===== config.mk =====
export PLATFORM = sky130hd
export DESIGN_NAME = mem_port_arbiter_flat
export DESIGN_NICKNAME = d
export VERILOG_FILES = /design/src/rtl/mem_port_arbiter_if.sv /design/src/rtl/mem_port_arbiter.sv /design/src/flat_wrapper.sv
export SDC_FILE = /design/constraint.sdc
export NUM_CORES = 1
export LEC_CHECK = 0
export ABC_AREA = 1
export BUFFER_PORTS_ARGS = -buffer_cell sky130_fd_sc_hd__buf_4
export CAP_MARGIN = 20
export CELL_PAD_IN_SITES_DETAIL_PLACEMENT = 0
export CELL_PAD_IN_SITES_GLOBAL_PLACEMENT = 1
export CORE_UTILIZATION = 29
export DETAILED_ROUTE_END_ITERATION = 10
export HOLD_SLACK_MARGIN = 0.15
export PLACE_DENSITY_LB_ADDON = 0.2
export SYNTH_ARGS = -nofsm -noshare
export SYNTH_HDL_FRONTEND = slang
export SYNTH_SLANG_ARGS = --single-unit

===== constraint.sdc =====
create_clock -name clk -period 4.3 [get_ports clk]
set_clock_uncertainty 0.1 [all_clocks]
set_input_delay 0 -clock clk [delete_from_list [all_inputs] [get_ports clk]]
set_output_delay 0 -clock clk [all_outputs]
set_load 0.05 [all_outputs]

===== src/rtl/mem_port_arbiter_if.sv =====
// Signal bundle between the fetch requester, the load/store requester, the arbiter and the unified memory.
// Latency: none, wires only.
// Backpressure: req/done handshakes per requester; mem_ready stalls the memory side.
//
// Port summary (directions as seen by the arbiter through the master modport):
//   fetch : if_req, if_addr in; if_done, if_rdata out
//   data  : d_req, d_we, d_addr, d_wdata, d_be in; d_done, d_rdata out
//   memory: mem_req, mem_we, mem_addr, mem_wdata, mem_be out; mem_ready, mem_rdata in
//   status: bus_err out (pulses with a done when an access timed out)
interface mem_port_arbiter_if #(
    parameter int WIDTH = 32
);
    logic             if_req;
    logic [WIDTH-1:0] if_addr;
    logic             if_done;
    logic [WIDTH-1:0] if_rdata;

    logic             d_req;
    logic             d_we;
    logic [WIDTH-1:0] d_addr;
    logic [WIDTH-1:0] d_wdata;
    logic [3:0]       d_be;
    logic             d_done;
    logic [WIDTH-1:0] d_rdata;

    logic             mem_req;
    logic             mem_we;
    logic [WIDTH-1:0] mem_addr;
    logic [WIDTH-1:0] mem_wdata;
    logic [3:0]       mem_be;
    logic             mem_ready;
    logic [WIDTH-1:0] mem_rdata;

    logic             bus_err;

    // Arbiter side: serves both requesters and masters the memory port.
    modport master (
        input  if_req, if_addr, d_req, d_we, d_addr, d_wdata, d_be, mem_ready, mem_rdata,
        output if_done, if_rdata, d_done, d_rdata,
        output mem_req, mem_we, mem_addr, mem_wdata, mem_be, bus_err
    );

    // Environment side: requesters plus memory.
    modport slave (
        output if_req, if_addr, d_req, d_we, d_addr, d_wdata, d_be, mem_ready, mem_rdata,
        input  if_done, if_rdata, d_done, d_rdata,
        input  mem_req, mem_we, mem_addr, mem_wdata, mem_be, bus_err
    );
endinterface


===== src/rtl/mem_port_arbiter.sv =====
// Shares one memory port between instruction fetch and load/store; data has priority, fetch is protected by a run limiter.
// Latency: grant 1 cycle after req, done 1 cycle after mem_ready (min req-to-done 2 cycles, max 1 access per 2 cycles).
// Backpressure: requesters hold req until done; mem_ready low holds the granted access on the port.
//
// Ports: clk, rst (async, active-high) plus bus (mem_port_arbiter_if.master):
//   fetch/data request+done+rdata, memory req/we/addr/wdata/be/ready/rdata, bus_err.
// Optional build macro ARB_TIMEOUT_EN: abandons an access after TIMEOUT_CYCLES access
//   cycles without mem_ready, pulsing the matching done with bus_err and zero read data.
module mem_port_arbiter #(
    parameter int WIDTH          = 32,
    parameter int MAX_RUN        = 4,
    parameter int TIMEOUT_CYCLES = 64
) (
    input logic                 clk,
    input logic                 rst,
    mem_port_arbiter_if.master  bus
);
    localparam int RUN_W = $clog2(MAX_RUN + 1);

    typedef enum logic [1:0] {
        IDLE  = 2'd0,
        DATA  = 2'd1,
        FETCH = 2'd2
    } state_t;

    state_t           state_q, state_d;
    logic [RUN_W-1:0] run_cnt_q, run_cnt_d;
    logic             if_done_q, if_done_d;
    logic             d_done_q, d_done_d;
    logic [WIDTH-1:0] if_rdata_q, if_rdata_d;
    logic [WIDTH-1:0] d_rdata_q, d_rdata_d;

    logic             d_elig, f_elig, take_data, access_end;

    logic             mem_req, mem_we;
    logic [WIDTH-1:0] mem_addr, mem_wdata;
    logic [3:0]       mem_be;

`ifdef ARB_TIMEOUT_EN
    localparam int TO_W = $clog2(TIMEOUT_CYCLES + 1);
    logic [TO_W-1:0]  to_cnt_q, to_cnt_d;
    logic             bus_err_q, bus_err_d;
    logic             access_err;
`endif

    // Memory port follows whoever owns the current access; all zero when idle.
    always_comb begin
        mem_req   = 1'b0;
        mem_we    = 1'b0;
        mem_addr  = '0;
        mem_wdata = '0;
        mem_be    = 4'h0;
        case (state_q)
            DATA: begin
                mem_req   = 1'b1;
                mem_we    = bus.d_we;
                mem_addr  = bus.d_addr;
                mem_wdata = bus.d_wdata;
                mem_be    = bus.d_be;
            end
            FETCH: begin
                mem_req   = 1'b1;
                mem_addr  = bus.if_addr;
                mem_be    = 4'hF;
            end
            default: ;
        endcase
    end

    always_comb begin
        state_d    = state_q;
        run_cnt_d  = run_cnt_q;
        if_done_d  = 1'b0;
        d_done_d   = 1'b0;
        if_rdata_d = if_rdata_q;
        d_rdata_d  = d_rdata_q;
        access_end = 1'b0;
`ifdef ARB_TIMEOUT_EN
        to_cnt_d   = to_cnt_q;
        bus_err_d  = 1'b0;
        access_err = 1'b0;
`endif
        // A requester whose done is showing still holds req this cycle;
        // it must not be granted again for the same request.
        d_elig    = bus.d_req & ~d_done_q;
        f_elig    = bus.if_req & ~if_done_q;
        take_data = d_elig & (~f_elig | (run_cnt_q < RUN_W'(MAX_RUN)));

        case (state_q)
            IDLE: begin
                if (take_data) begin
                    state_d = DATA;
                    // Count data grants that made a waiting fetch lose.
                    if (!f_elig)
                        run_cnt_d = '0;
                    else if (run_cnt_q != RUN_W'(MAX_RUN))
                        run_cnt_d = run_cnt_q + RUN_W'(1);
`ifdef ARB_TIMEOUT_EN
                    to_cnt_d = '0;
`endif
                end else if (f_elig) begin
                    state_d   = FETCH;
                    run_cnt_d = '0;
`ifdef ARB_TIMEOUT_EN
                    to_cnt_d = '0;
`endif
                end
            end
            DATA, FETCH: begin
                access_end = bus.mem_ready;
`ifdef ARB_TIMEOUT_EN
                if (!bus.mem_ready) begin
                    if (to_cnt_q == TO_W'(TIMEOUT_CYCLES - 1)) begin
                        access_end = 1'b1;
                        access_err = 1'b1;
                    end else begin
                        to_cnt_d = to_cnt_q + TO_W'(1);
                    end
                end
`endif
                if (access_end) begin
                    state_d = IDLE;
                    if (state_q == DATA) begin
                        d_done_d = 1'b1;
                        if (!bus.d_we)
                            d_rdata_d = bus.mem_rdata;
                    end else begin
                        if_done_d  = 1'b1;
                        if_rdata_d = bus.mem_rdata;
                    end
`ifdef ARB_TIMEOUT_EN
                    bus_err_d = access_err;
                    if (access_err) begin
                        if (state_q == DATA) begin
                            if (!bus.d_we)
                                d_rdata_d = '0;
                        end else begin
                            if_rdata_d = '0;
                        end
                    end
`endif
                end
            end
            default: state_d = IDLE;
        endcase
    end

    always_ff @(posedge clk or posedge rst) begin
        if (rst) begin
            state_q    <= IDLE;
            run_cnt_q  <= '0;
            if_done_q  <= 1'b0;
            d_done_q   <= 1'b0;
            if_rdata_q <= '0;
            d_rdata_q  <= '0;
`ifdef ARB_TIMEOUT_EN
            to_cnt_q   <= '0;
            bus_err_q  <= 1'b0;
`endif
        end else begin
            state_q    <= state_d;
            run_cnt_q  <= run_cnt_d;
            if_done_q  <= if_done_d;
            d_done_q   <= d_done_d;
            if_rdata_q <= if_rdata_d;
            d_rdata_q  <= d_rdata_d;
`ifdef ARB_TIMEOUT_EN
            to_cnt_q   <= to_cnt_d;
            bus_err_q  <= bus_err_d;
`endif
        end
    end

    assign bus.mem_req   = mem_req;
    assign bus.mem_we    = mem_we;
    assign bus.mem_addr  = mem_addr;
    assign bus.mem_wdata = mem_wdata;
    assign bus.mem_be    = mem_be;
    assign bus.if_done   = if_done_q;
    assign bus.if_rdata  = if_rdata_q;
    assign bus.d_done    = d_done_q;
    assign bus.d_rdata   = d_rdata_q;
`ifdef ARB_TIMEOUT_EN
    assign bus.bus_err   = bus_err_q;
`else
    assign bus.bus_err   = 1'b0;
`endif
endmodule


===== src/flat_wrapper.sv =====
// flat-port wrapper written by rule: the top's interface ports become plain ports
module mem_port_arbiter_flat 
#(
    parameter int WIDTH          = 32,
    parameter int MAX_RUN        = 4,
    parameter int TIMEOUT_CYCLES = 64
)
  (clk, rst, bus_if_req, bus_if_addr, bus_d_req, bus_d_we, bus_d_addr, bus_d_wdata, bus_d_be, bus_mem_ready, bus_mem_rdata, bus_if_done, bus_if_rdata, bus_d_done, bus_d_rdata, bus_mem_req, bus_mem_we, bus_mem_addr, bus_mem_wdata, bus_mem_be, bus_bus_err);
  mem_port_arbiter_if #(.WIDTH(WIDTH)) bus_i ();
  input logic clk;
  input logic rst;
  input wire logic [$bits(bus_i.if_req)-1:0] bus_if_req;
  input wire logic [$bits(bus_i.if_addr)-1:0] bus_if_addr;
  input wire logic [$bits(bus_i.d_req)-1:0] bus_d_req;
  input wire logic [$bits(bus_i.d_we)-1:0] bus_d_we;
  input wire logic [$bits(bus_i.d_addr)-1:0] bus_d_addr;
  input wire logic [$bits(bus_i.d_wdata)-1:0] bus_d_wdata;
  input wire logic [$bits(bus_i.d_be)-1:0] bus_d_be;
  input wire logic [$bits(bus_i.mem_ready)-1:0] bus_mem_ready;
  input wire logic [$bits(bus_i.mem_rdata)-1:0] bus_mem_rdata;
  output wire logic [$bits(bus_i.if_done)-1:0] bus_if_done;
  output wire logic [$bits(bus_i.if_rdata)-1:0] bus_if_rdata;
  output wire logic [$bits(bus_i.d_done)-1:0] bus_d_done;
  output wire logic [$bits(bus_i.d_rdata)-1:0] bus_d_rdata;
  output wire logic [$bits(bus_i.mem_req)-1:0] bus_mem_req;
  output wire logic [$bits(bus_i.mem_we)-1:0] bus_mem_we;
  output wire logic [$bits(bus_i.mem_addr)-1:0] bus_mem_addr;
  output wire logic [$bits(bus_i.mem_wdata)-1:0] bus_mem_wdata;
  output wire logic [$bits(bus_i.mem_be)-1:0] bus_mem_be;
  output wire logic [$bits(bus_i.bus_err)-1:0] bus_bus_err;
  assign bus_i.if_req = bus_if_req;
  assign bus_i.if_addr = bus_if_addr;
  assign bus_i.d_req = bus_d_req;
  assign bus_i.d_we = bus_d_we;
  assign bus_i.d_addr = bus_d_addr;
  assign bus_i.d_wdata = bus_d_wdata;
  assign bus_i.d_be = bus_d_be;
  assign bus_i.mem_ready = bus_mem_ready;
  assign bus_i.mem_rdata = bus_mem_rdata;
  assign bus_if_done = bus_i.if_done;
  assign bus_if_rdata = bus_i.if_rdata;
  assign bus_d_done = bus_i.d_done;
  assign bus_d_rdata = bus_i.d_rdata;
  assign bus_mem_req = bus_i.mem_req;
  assign bus_mem_we = bus_i.mem_we;
  assign bus_mem_addr = bus_i.mem_addr;
  assign bus_mem_wdata = bus_i.mem_wdata;
  assign bus_mem_be = bus_i.mem_be;
  assign bus_bus_err = bus_i.bus_err;
  mem_port_arbiter #(.WIDTH(WIDTH), .MAX_RUN(MAX_RUN), .TIMEOUT_CYCLES(TIMEOUT_CYCLES)) u_core (.clk(clk), .rst(rst), .bus(bus_i));
endmodule

## Word level (Yosys, flattened, before mapping)

Index checks and enable logic that the tools add are counted.

- Order comparisons: 1
- Muxes and demuxes: 19
- Reductions and logical operators: 7
- Equality and inequality tests: 6
- Bitwise logic cells: 9
- Add/subtract/negate cells: 1

Operator list:

| operator | number |
|---|---|
| case mux 32 bit (2 select lines) | 1 |
| two-way mux 32 bit | 1 |
| two-way mux 3 bit | 4 |
| two-way mux 1 bit | 8 |
| case mux 4 bit (2 select lines) | 1 |
| two-way mux 2 bit | 3 |
| != test 3 bit, second input constant | 2 |
| AND reduction 3 bit | 2 |
| NOT 1 bit | 5 |
| case mux 2 bit (2 select lines) | 1 |
| AND reduction 4 bit | 1 |
| adder 3 x 1 -> 3 bit, second input constant | 1 |
| AND 1 bit | 3 |
| < comparator 3 bit, second input constant | 1 |
| != test 3 x 1 -> 1 bit, second input constant | 1 |
| equality test 2 x 1 -> 1 bit, second input constant | 1 |
| equality test 2 bit, second input constant | 1 |
| logical NOT 2 bit | 1 |
| != test 2 x 1 -> 1 bit, second input constant | 1 |
| AND reduction 2 bit | 1 |
| nonzero test 2 bit | 1 |
| OR reduction 2 bit | 1 |
| OR 1 bit | 1 |

- Logic and storage cells: 49
- Input bits: 138
- Register bits after elaboration: 71
- Output and inout port bits: 137

## Depth between registers and ports, before layout

Gate-level depths: netlist of run 1.

- Word-level depth: 7
- Depth in mapped cells: 9
- Mapped depth without buffers: 7

## Least setup slack after synthesis of run 1

Ideal clock, no wire load.

- Kind: reg-to-output
- Start: reg u_core.state_q[0]
- End: out bus_mem_addr[0]
- Cell stages (with the launch flop): 7
- Data arrival time: 2.265 ns
- Required time: 4.200 ns
- Slack: 1.935 ns
- Buffers on the path: 2
- Cells stage by stage: dfrtp_1 -> inv_1 -> ha_1 -> inv_1 -> buf_2 -> buf_2 -> a21oi_1

- Cells in the longest elaborated chain, start to end: 2

RTL lines:

| element | RTL line | source |
|---|---|---|
| start, declared | mem_port_arbiter.sv:26 | `state_t state_q, state_d;` |
| start signal, assigned | mem_port_arbiter.sv:161 | `state_q <= state_d;` |
| equality test 2 bit / equality test 2 x 1 -> 1 bit (equally long branches) | mem_port_arbiter.sv:53 | `case (state_q)` |
| case mux 32 bit (2 select lines) * | mem_port_arbiter.sv:53 |  |
| end, declared | flat_wrapper.sv:27 | `output wire logic [$bits(bus_i.mem_addr)-1:0] bus_mem_addr;` |

Mark *: on every way between the ends. The rest lies on a longest branch, timed or not.

## Worst setup path after layout of run 1

- Start: reg u_core.state_q[1]
- End: reg u_core.d_rdata_q[30] (netlist: u_core.bus.d_rdata[30])

- Cells in the longest elaborated chain, start to end: 3

RTL lines:

| element | RTL line | source |
|---|---|---|
| equality test 2 bit / equality test 2 x 1 -> 1 bit (equally long branches) | mem_port_arbiter.sv:89, mem_port_arbiter.sv:123 |  |
| OR reduction 2 bit (no source line) | -- |  |
| AND reduction 4 bit (no source line) * | -- |  |
| end signal, assigned | mem_port_arbiter.sv:166 | `d_rdata_q <= d_rdata_d;` |
| end, declared | mem_port_arbiter.sv:31 | `logic [WIDTH-1:0] d_rdata_q, d_rdata_d;` |

Marks and branches as above.
A chain may end at the register's enable or synchronous reset.

==> run_results.csv, run 1 <==
group,metric,value,unit
worst_setup_path,reg2reg_from,"u_core.state_q[1]",
pwr,pwr-share-comb,62.5,%
worst_setup_path,worst-path-max-fanout,71,
detailed_routing,avgViaCountPerCell,4.27,
clock_tree,clock_sinks,71,
logic_synthesis,yosys.area.top_type,"dfrtp_1",
layout,nNetsFinal,923,
floorplanning,pin_count,275,
detailed_routing,initialDrtViolationCount,195,
floorplanning,die_area,13300,um2
detailed_routing,drt-total-wl,12800,um
sta,setup_viol,0,
layout,diodes,0,
global_routing,overflow,0,
layout,num-fill-cells,1167,
floorplanning,coreArea,12300,um2
layout,multiInputGateArea,1460,um2
clock_tree,clk_latency,0.32,ns
placement,io_buffers,273,
pwr,netSwitchingFraction,53.7,%
logic_synthesis,syn_inst,483,
placement,post_dp_cell_area,5830,um2
layout,layout-drive-gt1-share,42.3,%
worst_setup_path,worstPathRequired,4.38,ns
clock_tree,cts_tree,"yes",
floorplanning,initial_core_util,30.3,%
clock_tree,clk_path_buf_depth,2,
detailed_routing,ant_nets,0,
clock_tree,htreeDepth,3,
logic_synthesis,netlist.area_leader.share,47.8,%
sta,setup_tns,0,ns
detailed_routing,avgRoutedWirePerCell,13.4,um
hold_path,hold_class,"in -> async",
pwr,power,5110,uW
sta,fin_crit_sh,57.4,%
job,cap_violations,0,
outcome,outcome,"complete, no violations",
worst_setup_path,worstSetupEndpointType,"flip-flop",
floorplanning,chipWidth,115,um
logic_synthesis,ys_ff_latch,71,
sta,fmaxAchievable,405,MHz
worst_setup_path,r2r_setup_slack,1.83,ns
placement,dp_hpwl,9410,um
worst_setup_path,r2r-end,"u_core.bus.d_rdata[30]",
sta,worst_pin_slew,0.843,ns
logic_synthesis,syn_avg_cell_area,7.69,um2
logic_synthesis,synth_area,3720,um2
logic_synthesis,yosys_warnings,0,
sta,slew_headroom,43.8,%
sta,slew_violations,0,
pwr,p_per_area,780,nW/um2
layout,fin_area,6550,um2
detailed_routing,route.detailed.drc,0,
floorplanning,rows,40,
worst_setup_path,crit_path_start_kind,"flip-flop",
worst_setup_path,cp_data_arrival_time,2.55,ns
clock_tree,path_clk_slew,0.06,ns
global_routing,antenna_found_initial,0,
layout,final_util,53.4,%
global_routing,grt.total_usage,18.2,%
layout,area_delta_synth_final,76.3,%
floorplanning,chipHeight,115,um
pwr,p_leak,0.00371,uW
worst_setup_path,worst-setup-path-type,"reg -> reg",
worst_setup_path,reg2reg_depth,8,
sta,rsz0062_at_grt,"no",
logic_synthesis,yosysSeqAreaShare,47.8,%
logic_synthesis,yosys-top-cells-area,"dfrtp_1 (48%), nand2_1 (18%), inv_1 (8.2%), o21ai_2 (7.5%), a21oi_1 (4.8%)",
global_routing,grt_max_degree,72,
pwr,internal_power,2370,uW
clock_tree,cts_buffers,9,
placement,gp_congestion,0.783,
pwr,ir_drop,458,uV
pwr,seqPwrFrac,21.6,%
detailed_routing,vias,4073,
layout,final-seq-area,1780,um2
clock_tree,cts_root_buf,"clkbuf_16",
pwr,power.switching,2740,uW
sta,hold_ws,0.241,ns
global_routing,grt_pass1_wl,18800,um
sta,hold_viol,0,
logic_synthesis,synthesis.nets,626,
pwr,clkPwrFrac,15.9,%
detailed_routing,dr.pass1.iters,4,
sta,fin_crit,2.47,ns
global_routing,grt_pass1_vias,3853,
logic_synthesis,synth_cell_type_count,19,
clock_tree,cts_resized,0,
## flip-flops by register name, summed over array words and instances, names as in the netlist
signal,flops
u_core.bus.d_rdata,32
u_core.bus.if_rdata,32
u_core.run_cnt_q,3
u_core.state_q,2
u_core.bus.d_done,1
u_core.bus.if_done,1
## worst max-delay path: stages (launching register included)
cell and delay (ns):
dfrtp_1 0.39, inv_1 0.09, ha_2 0.16, buf_4 0.52, nand2_2 0.13, nor2_4 0.14
nand2_4 0.41, nand2_1 0.24, o21ai_2 0.07
## cells in the final DEF (no fill, tap or decap), drive strengths merged
master       Yosys  final
nor3             1      1
a21oi           36     36
dlygate4sd3      0     37
o21ai           65     65
nor2             3      3
buf             21    278
conb             1      1
clkbuf           8     10
bufinv           0      2
o31ai            1      1
nand3            7      7
inv             81     82
dfrtp           71     71
ha               5      5
clkinv           0      3
nand2          183    183
## stage by stage
stage	cells	worst slack [ns]
CTS	952	1.79
global placement	899	1.90
detailed placement	899	1.82
global route	953	1.60
finish	953	1.83
floorplan	483	1.93
## power groups by stage
stage / clock, uW / combinational, uW / sequential [uW]
finish: 813 / 3190 / 1110
global route: 858 / 3380 / 1140
CTS: 829 / 3210 / 1110
detailed placement: 0 / 3180 / 1110
global placement: 0 / 3150 / 1100
floorplan: 0 / 1330 / 1980
## cells in the mapped netlist (all sizes together)
cell type,count
buf,21
ha,5
clkbuf,8
inv,81
nor2,3
o21ai,65
conb,1
dfrtp,71
a21oi,36
nand3,7
nand2,183
o31ai,1
nor3,1
## cells by family after synthesis
logic type / count (synthesis) / share of synthesized area [%]
AO/OA/AOI/OAI: 102 / 17.0
adder cells (fa/ha/maj): 5 / 1.68
buffers and inverters: 110 / 13.0
flip-flops: 71 / 47.8
other: 1 / 0.101
AND/OR/NAND/NOR: 194 / 20.4
## layout make-up
| cell class | count | share of cell area, % |
|---|---|---|
| multi-input cells | 302 | 22.3 |
| inverters | 81 | 4.64 |
| repair buffers | 315 | 37.7 |
| well taps | 168 | 3.21 |
| clock inverters | 6 | 1.39 |
| clock buffers | 10 | 3.65 |
| flip-flops and latches | 71 | 27.1 |
## routing by layer
layer	global-route usage [%]	up-vias	wire length, um	share of wire, %
li1	-	2055	-	-
met1	20.3	1864	4820	38
met2	34.1	146	6790	53
met3	5.38	8	1020	8.0
met4	3.98	0	116	0.91
met5	0	-	0	0
## worst max path at each step
stage | endpoint | depth (start not counted) | slack, ns | from
after floorplan | bus_mem_addr[0] | 6 | 1.93 | u_core.state_q[0]
after global placement | u_core.bus.d_rdata[12] | 8 | 1.90 | u_core.state_q[1]
after detailed placement | u_core.bus.d_rdata[5] | 8 | 1.82 | u_core.state_q[1]
after CTS | u_core.bus.d_rdata[10] | 8 | 1.79 | u_core.state_q[1]
after global routing | u_core.bus.d_rdata[18] | 8 | 1.60 | u_core.state_q[1]
final | u_core.bus.d_rdata[30] | 8 | 1.83 | u_core.state_q[1]
## what timing repair did
item | in CTS | in global routing
hold endpoints to repair | 100 | 0
hold buffers | 37 | 0
setup buffers | 0 | 0
Note: power is estimated with default switching activity, not from simulation.
==> run 2: changes to the inputs <==
- CORE_UTILIZATION: 29 -> 24
- clock period: 4.3 -> 2.1 ns (I/O delays scaled with it)
==> run 2 against run 1 <==
Register-to-register slack worse by 1.5 ns; sequential power up 100%; cell count rose by 2.8%; critical path depth shrank 2; die area increased by 20%; first-iteration DRC count fell by 35%; count of clock-buffer cells in the layout decreased by 1; cell area is 2.6% higher; worst setup slack worse by 1.7 ns; critical path type is now reg -> out; critical endpoint is now bus_mem_addr[6]; utilization down 9.1 points; power increased by 110%.
==> run_results.csv, run 2 (same netlist as run 1, synthesis figures left out) <==
group,metric,value,unit
outcome,outcome,"complete, no violations",
detailed_routing,dr.pass1.iters,6,
placement,gp_congestion,0.794,
global_routing,overflow,0,
detailed_routing,route.detailed.drc,0,
sta,fin_crit_sh,93.3,%
sta,fmaxAchievable,510,MHz
clock_tree,clk_path_buf_depth,2,
clock_tree,cts_root_buf,"clkbuf_16",
clock_tree,htreeDepth,3,
placement,dp_cells,925,
clock_tree,post-cts-setup-buffer-count,0,
detailed_routing,initialDrtViolationCount,127,
layout,final_cells,980,
global_routing,grt_pass1_vias,3884,
placement,io_buffers,273,
detailed_routing,avgRoutedWirePerCell,14.0,um
worst_setup_path,max_stage_delay,0.40,ns
pwr,power,10700,uW
sta,setup_viol,0,
layout,final_common_cell,"buf_4",
layout,final_cell_mix,"buf_4 (277), nand2_1 (180), inv_1 (80), dfrtp_1 (71), dlygate4sd3_1 (38)",
clock_tree,cts_tree,"yes",
floorplanning,chipWidth,126,um
clock_tree,clock_sinks,71,
layout,diodes,0,
pwr,p_per_area,1600,nW/um2
clock_tree,clk_latency,0.33,ns
sta,slew_violations,0,
worst_setup_path,crit_chain,"inv_1 > ha_2 > buf_12 > nand2_1 > a21oi_1 > buf_4",
worst_setup_path,worstSetupEndpointType,"primary output",
sta,fin_crit,1.96,ns
global_routing,grt.total_usage,16.6,%
floorplanning,initial_core_util,24.5,%
clock_tree,cts_buffers,9,
detailed_routing,vias,4127,
worst_setup_path,crit_path_start_kind,"flip-flop",
worst_setup_path,reg2reg_depth,8,
worst_setup_path,r2r-end,"u_core.bus.d_rdata[24]",
pwr,ir_drop,909,uV
global_routing,antenna_found_initial,0,
pwr,p_leak,0.00377,uW
detailed_routing,drt-total-wl,13700,um
floorplanning,chipHeight,126,um
worst_setup_path,worst-setup-path-type,"reg -> out",
layout,nNetsFinal,930,
job,cap_violations,0,
placement,post_dp_cell_area,5960,um2
clock_tree,path_clk_slew,0.06,ns
layout,area_delta_synth_final,80.9,%
layout,layout-drive-gt1-share,42.8,%
floorplanning,pin_count,275,
layout,fin_area,6720,um2
floorplanning,rows,45,
sta,worst_pin_slew,0.502,ns
worst_setup_path,r2r_setup_slack,0.37,ns
floorplanning,coreArea,15100,um2
global_routing,grt_pass1_wl,20600,um
detailed_routing,avgViaCountPerCell,4.21,
worst_setup_path,reg2reg_from,"u_core.state_q[0]",
global_routing,grt_max_degree,71,
sta,slew_headroom,66.5,%
hold_path,hold_class,"in -> async",
placement,dp_hpwl,10300,um
sta,hold_viol,0,
detailed_routing,ant_nets,0,
sta,rsz0062_at_grt,"no",
worst_setup_path,worst-path-max-fanout,35,
sta,setup_tns,0,ns
worst_setup_path,crit_slowest_cell,"dfrtp_1",
floorplanning,die_area,16000,um2
worst_setup_path,worstPathRequired,2.00,ns
worst_setup_path,cp_data_arrival_time,1.86,ns
run 2: how the worst max path moves through the flow:
| stage | start | endpoint | slack [ns] | cells past startpoint |
|---|---|---|---|---|
| 3_3_place_gp | u_core.state_q[0] | u_core.bus.d_rdata[2] | 0.39 | 8 |
| 5_1_grt | u_core.state_q[0] | bus_mem_addr[6] | 0.01 | 6 |
| 2_1_floorplan | u_core.state_q[0] | bus_mem_addr[0] | -0.27 | 6 |
| 4_1_cts | u_core.state_q[0] | bus_mem_addr[17] | 0.01 | 6 |
| 3_5_place_dp | u_core.state_q[0] | u_core.bus.d_rdata[24] | 0.37 | 8 |
| 6_report | u_core.state_q[1] | bus_mem_addr[6] | 0.14 | 6 |
run 2: critical path, delay by kind of cell, from the launching register on:
kind | cells | cell delay (ns)
adder cells (fa/ha/maj) | 1 | 0.29
AND/OR/NAND/NOR | 1 | 0.08
AO/OA/AOI/OAI | 1 | 0.21
flip-flops | 1 | 0.40
buffers and inverters | 3 | 0.54
run 2: cell type report:
| cell class | instances | area, um2 |
|---|---|---|
| clock buffer | 9 | 225 |
| clock inverter | 7 | 120 |
| tap | 188 | 235 |
| multi-input combinational | 302 | 1460 |
| sequential | 71 | 1780 |
| inverter | 81 | 304 |
| timing repair buffer | 322 | 2600 |
| fill | 1545 | 8420 |
run 2: through the flow:
step,hold WS [ns],setup slack [ns],util (%)
after floorplan,0.0271,-0.265,-
after CTS,0.177,0.0108,44.2
after global placement,-0.0198,0.387,39.4
after global routing,0.208,0.0123,44.4
after detailed placement,-0.0219,0.366,39.4
final,0.165,0.141,44.4
run 2: where the power goes:
part / internal [uW] / total [uW] / switching (uW)
Sequential: 1920 / 2270 / 346
Clock: 1160 / 1770 / 607
Combinational: 1960 / 6700 / 4740
run 2: repair_timing:
item / in CTS / in global routing
endpoints found under the setup margin: 0 / 36
endpoints found under the hold margin: 142 / 0
gates resized for setup: 0 / 2
hold buffers: 38 / 0
run 2: routing by layer:
metal	share of wire, %	GRT usage [%]
met1	40	20.1
met2	48	27.6
met3	9.0	4.64
met4	2.9	7.16
met5	0	0
